==> config.mk <==
export PLATFORM = sky130hd
export DESIGN_NAME = score_keeper
export DESIGN_NICKNAME = d
export VERILOG_FILES = /design/src/rtl/score_keeper.sv
export SDC_FILE = /design/constraint.sdc
export NUM_CORES = 1
export LEC_CHECK = 0
export ABC_AREA = 1
export CAP_MARGIN = 20
export CORE_MARGIN = 10
export CORE_UTILIZATION = 55
export DETAILED_ROUTE_END_ITERATION = 8
export GPL_TIMING_DRIVEN = 0
export PLACE_DENSITY_LB_ADDON = 0.05
export SYNTH_ARGS = -nofsm -noshare
export SYNTH_HDL_FRONTEND = slang
export SYNTH_SLANG_ARGS = --single-unit
==> constraint.sdc <==
create_clock -name clk_i -period 3.9 [get_ports clk_i]
set_clock_uncertainty 0.2 [all_clocks]
set_input_delay 0.975 -clock clk_i [delete_from_list [all_inputs] [get_ports clk_i]]
set_output_delay 0.975 -clock clk_i [all_outputs]
set_load 0.005 [all_outputs]
==> src/rtl/score_keeper.sv <==
// BCD score accumulator: awards queue into a saturating pending counter and
// drain into the score one point per clock; tracks bonus intervals and high score.
module score_keeper #(
  parameter int DIGITS         = 4,
  parameter int ADD_WIDTH      = 4,
  parameter int PEND_WIDTH     = 6,
  parameter int BONUS_INTERVAL = 500
) (
  input  logic                  clk_i,
  input  logic                  reset_i,
  input  logic                  clear_i,
  input  logic                  add_valid_i,
  input  logic [ADD_WIDTH-1:0]  add_points_i,
  input  logic                  commit_i,
  output logic [4*DIGITS-1:0]   score_bcd_o,
  output logic [4*DIGITS-1:0]   high_bcd_o,
  output logic                  busy_o,
  output logic                  saturated_o,
  output logic                  bonus_o,
  output logic                  new_high_o
);

  localparam int SW  = 4 * DIGITS;
  localparam int PW1 = PEND_WIDTH + 1;
  localparam int BW  = (BONUS_INTERVAL > 1) ? $clog2(BONUS_INTERVAL) : 1;
  localparam logic [PEND_WIDTH:0] PEND_MAX   = {1'b0, {PEND_WIDTH{1'b1}}};
  localparam logic [BW-1:0]       BONUS_LAST = (BONUS_INTERVAL > 0) ? BW'(BONUS_INTERVAL - 1) : '0;

  logic [SW-1:0]         score_q, score_d;
  logic [SW-1:0]         high_q, high_d;
  logic [PEND_WIDTH-1:0] pend_q, pend_d;
  logic [BW-1:0]         bcnt_q, bcnt_d;
  logic                  defer_q, defer_d;
  logic                  bonus_q, bonus_d;
  logic                  new_high_q, new_high_d;

  logic [SW-1:0]         score_inc;
  logic [DIGITS-1:0]     dig_nine;
  logic [DIGITS-1:0]     carry;
  logic [PEND_WIDTH:0]   pend_sum;
  logic                  sat;
  logic                  drain;
  logic                  cmp;

  // Ripple +1 across the BCD digits; digit i increments only when all lower digits are 9.
  for (genvar g = 0; g < DIGITS; g++) begin : g_dig
    logic [3:0] dig;
    assign dig         = score_q[4*g +: 4];
    assign dig_nine[g] = (dig == 4'd9);
    if (g == 0) begin : g_c0
      assign carry[g] = 1'b1;
    end else begin : g_cn
      assign carry[g] = carry[g-1] & dig_nine[g-1];
    end
    assign score_inc[4*g +: 4] = carry[g] ? (dig_nine[g] ? 4'd0 : 4'(dig + 4'd1)) : dig;
  end

  assign sat   = &dig_nine;
  assign drain = (pend_q != '0) && !sat;

  // One extra bit of headroom so the award sum can be clamped instead of wrapping.
  assign pend_sum = {1'b0, pend_q}
                  + (add_valid_i ? PW1'(add_points_i) : '0)
                  - {{PEND_WIDTH{1'b0}}, drain};

  // Compare only once nothing is left to drain, so the final score is what gets ranked.
  assign cmp = (commit_i || defer_q) && (pend_q == '0);

  always_comb begin
    score_d    = score_q;
    high_d     = high_q;
    pend_d     = pend_q;
    bcnt_d     = bcnt_q;
    defer_d    = defer_q;
    bonus_d    = 1'b0;
    new_high_d = 1'b0;
    if (clear_i) begin
      score_d = '0;
      pend_d  = '0;
      bcnt_d  = '0;
      defer_d = 1'b0;
    end else begin
      if (sat) begin
        pend_d = '0;
      end else if (pend_sum > PEND_MAX) begin
        pend_d = PEND_MAX[PEND_WIDTH-1:0];
      end else begin
        pend_d = pend_sum[PEND_WIDTH-1:0];
      end

      if (drain) begin
        score_d = score_inc;
        if (BONUS_INTERVAL > 0) begin
          if (bcnt_q == BONUS_LAST) begin
            bcnt_d  = '0;
            bonus_d = 1'b1;
          end else begin
            bcnt_d = BW'(bcnt_q + 1'b1);
          end
        end
      end

      // Packed BCD with the MSD on top orders the same as a plain unsigned compare.
      if (cmp) begin
        defer_d = 1'b0;
        if (score_q > high_q) begin
          high_d     = score_q;
          new_high_d = 1'b1;
        end
      end else if (commit_i) begin
        defer_d = 1'b1;
      end
    end
  end

  always_ff @(posedge clk_i) begin
    if (reset_i) begin
      score_q    <= '0;
      high_q     <= '0;
      pend_q     <= '0;
      bcnt_q     <= '0;
      defer_q    <= 1'b0;
      bonus_q    <= 1'b0;
      new_high_q <= 1'b0;
    end else begin
      score_q    <= score_d;
      high_q     <= high_d;
      pend_q     <= pend_d;
      bcnt_q     <= bcnt_d;
      defer_q    <= defer_d;
      bonus_q    <= bonus_d;
      new_high_q <= new_high_d;
    end
  end

  assign score_bcd_o = score_q;
  assign high_bcd_o  = high_q;
  assign busy_o      = (pend_q != '0) || defer_q;
  assign saturated_o = sat;
  assign bonus_o     = bonus_q;
  assign new_high_o  = new_high_q;

endmodule

After elaboration in Yosys (flattened, before gate mapping)
Cells that the tools add are included.
{ "classes": {"add_sub_neg": 7, "magnitude_cmp": 2, "eq_ne": 5, "n_mux": 9, "bitwise_logic": 5, "n_reduce_logical": 17} }
{ "ops": {"columns": ["cell", "count"], "rows": [
  ["2-to-1 mux 4 bit", 5],
  ["adder 4 x 1 -> 4 bit (second input constant)", 4],
  ["equality test 4 bit (second input constant)", 4],
  ["greater-than comparator 16 bit", 1],
  ["OR reduction 3 bit", 4],
  ["adder 9 x 1 -> 9 bit (second input constant)", 1],
  ["equality test 9 bit (second input constant)", 1],
  ["2-to-1 mux 9 bit", 1],
  ["adder 6 x 4 -> 7 bit", 1],
  ["greater-than comparator 7 x 6 -> 1 bit (second input constant)", 1],
  ["subtractor 7 x 1 -> 7 bit", 1],
  ["logical NOT 6 bit", 1],
  ["2-to-1 mux 6 bit", 1],
  ["AND reduction 2 bit", 3],
  ["nonzero test 6 bit", 1],
  ["AND reduction 4 bit", 1],
  ["NOT 1 bit", 3],
  ["AND reduction 3 bit", 1],
  ["AND 1 bit", 2],
  ["logical AND 1 bit", 2],
  ["logical OR 1 bit", 2],
  ["2-to-1 mux 1 bit", 2],
  ["OR reduction 2 bit", 1],
  ["logical NOT 1 bit", 1]
]} }
{ "totals": {"register_bits": 50, "in_bits": 9, "output_inout_bits": 36, "word_cells": 55} }

Logic depth before layout (Yosys ltp)
{ "logic_depth": {"depth_word": 7, "mapped_depth": 18, "depth_no_buf": 17} }

Least setup slack after synthesis
No wires, ideal clock.
{ "synth_timing": {"kind": "flip-flop to flip-flop", "startpoint": "register score_q[12] (netlist: score_bcd_o[12])", "endpoint": "register pend_q[0]", "setup_ns": 0.109, "arrival_ns": 2.634, "required_ns": 3.591, "setup_slack_ns": 0.958, "path_stages_with_launch": 17, "n_path_buf": 1, "synth_period_minus_slack_ns": 2.942, "path_cell_list": "dfxtp_1 > inv_1 > nor3_4 > nand4_4 > nand2_4 > inv_2 > buf_6 > nand2_1 > nand2_1 > ha_1 > fa_1 > nand4_1 > o211ai_1 > xor2_1 > nand2_1 > nand2_1 > inv_1"} }
{ "synth_between": {"elab_chain_len": 7, "word_cells_on_any_way": 8, "classes_between": "add/sub (1); order compare (1); eq/ne (1); mux (1); reduce/logical (4)"} }
{ "synth_lines": {"columns": ["item", "line_no", "source"], "rows": [
  ["from (decl)", "29", "logic [SW-1:0] score_q, score_d;"],
  ["from (signal assigned)", "126", "score_q <= score_d;"],
  ["equality test 4 bit (*)", "49", "assign dig_nine[g] = (dig == 4'd9);"],
  ["AND reduction 4 bit (*)", "58", "assign sat = &dig_nine;"],
  ["logical NOT 1 bit", "59", "assign drain = (pend_q != '0) && !sat;"],
  ["logical AND 1 bit", "59", null],
  ["subtractor 7 x 1 -> 7 bit", "64", "- {{PEND_WIDTH{1'b0}}, drain};"],
  ["greater-than comparator 7 x 6 -> 1 bit", "85", "end else if (pend_sum > PEND_MAX) begin"],
  ["2-to-1 mux 6 bit", "85", null],
  ["to (signal assigned)", "128", "pend_q <= pend_d;"],
  ["to (decl)", "31", "logic [PEND_WIDTH-1:0] pend_q, pend_d;"]
]} }
Every way passes the cells marked *; elsewhere a longest branch is shown, timed or not.
A chain may end at the register's enable or synchronous reset.

Final worst setup path
{ "layout_timing": {"startpoint": "register score_q[11] (netlist: score_bcd_o[11])", "endpoint": "register pend_q[0]"} }
The elaborated chain is that of the path after synthesis.

==> results.json <==
{
  "period_share": 0.8730,
  "setup_violations": 0,
  "syn_nets": 491,
  "cts.sinks": 50,
  "hold_depth": 2,
  "synthFlopType": "dfxtp_1",
  "die_height_um": 95.54,
  "cts.path.max_buffers": 2,
  "ys_seq_elements": 50,
  "crit_fanout": 10,
  "hold_class": "reg -> reg",
  "coreArea_sq_mm": 0.005507,
  "slew_viol_final": 0,
  "place.port_buffers": 44,
  "first_pass_iters": 4,
  "place_hpwl_um": 5685,
  "routed-via-count": 2942,
  "p_per_area_mw_per_mm2": 922.9,
  "initial_core_util": 0.5699,
  "ff2ff_path_depth": 16,
  "status": "finished clean",
  "clk_latency_ns": 0.31,
  "ys_seq_area_frac": 0.3190,
  "slew-limit-headroom": 0.6947,
  "cts_root_buffer": "clkbuf_8",
  "worstMarginPinSlew_ns": 0.4580,
  "dieArea_sq_mm": 0.009127,
  "synth_edf_count": 0,
  "crit_type": "reg -> reg",
  "clock.fmax_mhz": 293.7,
  "grt_max_degree": 17,
  "start_kind": "register",
  "p_total_mw": 3.489,
  "reg2reg_slack_ns": 0.50,
  "cts_buffers": 5,
  "synth.top_cell.area_share": 0.3190,
  "yosys-top-cells-area": "dfxtp_1 32%, nand2_1 12%, ha_1 11%",
  "area_growth_pct": 20.49,
  "postRouteAntennaNets": 0,
  "first_global_vias": 2683,
  "fillers": 521,
  "crit_required_ns": 3.91,
  "final.setup.tns_ns": 0,
  "rows": 27,
  "die_x_um": 95.54,
  "dr.first_iter.drc_count": 125,
  "cts_resized": 0,
  "cts_hold_buffers": 0,
  "nets": 542,
  "synth-async-reset-ratio": 0,
  "post_drt_wl_per_cell_um": 12.58,
  "p_leak_nw": 1.613,
  "boundaryPins": 45,
  "syn_inst": 454,
  "min_period_ns": 3.405,
  "antennaDiodeCount": 0,
  "dpl.cell_count": 570,
  "max-cap-violations": 0,
  "gp_congestion": 0.8534,
  "final_cells": 578,
  "end_kind": "register",
  "layout-drive-gt1-share": 0.06126,
  "ir_drop_uv": 989.0,
  "clk_pin_slew_ns": 0.09,
  "cts_tree": "yes",
  "grt_pass1_wl_um": 12140,
  "grt_antenna_before_repair": 0,
  "postCtsSetupBuffers": 0,
  "ys_warn_count": 0,
  "grt_usage": 0.1630,
  "cts_max_level": 2,
  "synth_area_sq_mm": 0.003138,
  "rsz0062_at_grt": "false",
  "post-route-drc-count": 0,
  "cp.arrival_ns": 3.42,
  "totalWireLength_um": 7269,
  "grt_overflow": 0,
  "vias_per_cell": 5.090,
  "avgSynthCellArea_sq_um": 6.912,
  "yosysTopAreaCell": "dfxtp_1",
  "ys_types": 31,
  "hold_violations": 0
}
through the flow:
stage	util	hold slack (ns)	area, sq um	setup slack, ns
after floorplan	-	0.2666	3138	0.9576
after CTS	0.6867	0.3022	3781	0.4941
final	0.6867	0.3029	3781	0.4951
after global placement	0.6662	0.2804	3669	0.3559
after global routing	0.6867	0.3202	3781	0.2396
after detailed placement	0.6662	0.2889	3669	0.3215
report_power, final:
| group | switching [mW] | total (mW) | internal (mW) | leakage (nW) |
|---|---|---|---|---|
| sequential | 0.0920 | 0.735 | 0.643 | 0.405 |
| clock | 0.183 | 0.376 | 0.192 | 0.0585 |
| combinational | 1.51 | 2.38 | 0.871 | 1.15 |
| total | 1.78 | 3.49 | 1.71 | 1.61 |
worst max-delay path: stages (launching register included):
cell and delay (ns):
dfxtp_1 0.50, nand2_1 0.14, nor2_2 0.23, nand4_4 0.18
nand2_4 0.15, inv_2 0.09, buf_6 0.15, nand2_1 0.12
nand2_1 0.08, ha_1 0.22, fa_1 0.44, nand4_1 0.13
o211ai_1 0.11, xor2_1 0.36, nand2_1 0.10, nand2_1 0.07
inv_1 0.04
final timing paths:
check,endpoint,from
worst max register to register,pend_q[0],score_bcd_o[11]
worst min-delay path,bcnt_q[0],bcnt_q[0]
worst max-delay path,pend_q[0],score_bcd_o[11]
worst min register to register,bcnt_q[0],bcnt_q[0]
logic make-up (layout without fill, tap and decap cells):
kind of cell | count (synthesis) | count (layout) | synth area share
AO/OA/AOI/OAI | 63 | 63 | 0.1029
XOR/XNOR | 14 | 14 | 0.03907
adder cells (fa/ha/maj) | 28 | 28 | 0.1140
buffers and inverters | 88 | 140 | 0.1180
flip-flops | 50 | 50 | 0.3190
AND/OR/NAND/NOR | 211 | 211 | 0.3070
cells in the final DEF (no fill, tap or decap), types with 10 or more instances in the layout:
master           netlist  routed
dfxtp_1               50      50
ha_1                  27      27
nand3_1               42      42
a21oi_1               47      47
inv_1                 75      75
o21ai_0               12      12
xor2_1                10      10
nand2_1              100     100
clkdlybuf4s50_1        0      44
nor2_1                44      44
flip-flops by register name, summed over array words and instances (netlist names):
signal and cells:
high_bcd_o 16, score_bcd_o 16, bcnt_q 9, pend_q 6
bonus_o 1, defer_q 1, new_high_o 1
cell usage after synthesis (all sizes together) (2+ instances only):
library cell	count
a21oi	47
buf	8
clkbuf	2
clkinv	2
dfxtp	50
ha	27
inv	76
nand2	101
nand3	43
nand4	7
nor2	50
nor3	7
o211ai	2
o21ai	13
or2	2
xnor2	4
xor2	10
layer usage:
| layer | track usage | vias up | wire [um] |
|---|---|---|---|
| met5 | 0 | - | 0 |
| met2 | 0.2901 | 43 | 3616 |
| li1 | - | 1545 | - |
| met4 | 0.03317 | 0 | 64 |
| met3 | 0.04085 | 7 | 349 |
| met1 | 0.1929 | 1347 | 3239 |
final cells by class:
type,count,area (sq um),share of cell area
plain buffers,10,77.57,0.02052
clock buffers,5,68.82,0.01820
clock inverters,3,43.79,0.01158
inverters,78,292.8,0.07743
multi-input cells,316,1767,0.4672
flip-flops and latches,50,1001,0.2647
well taps,72,90.09,0.02383
repair buffers,44,440.4,0.1165
(Power assumes the default switching activity.)
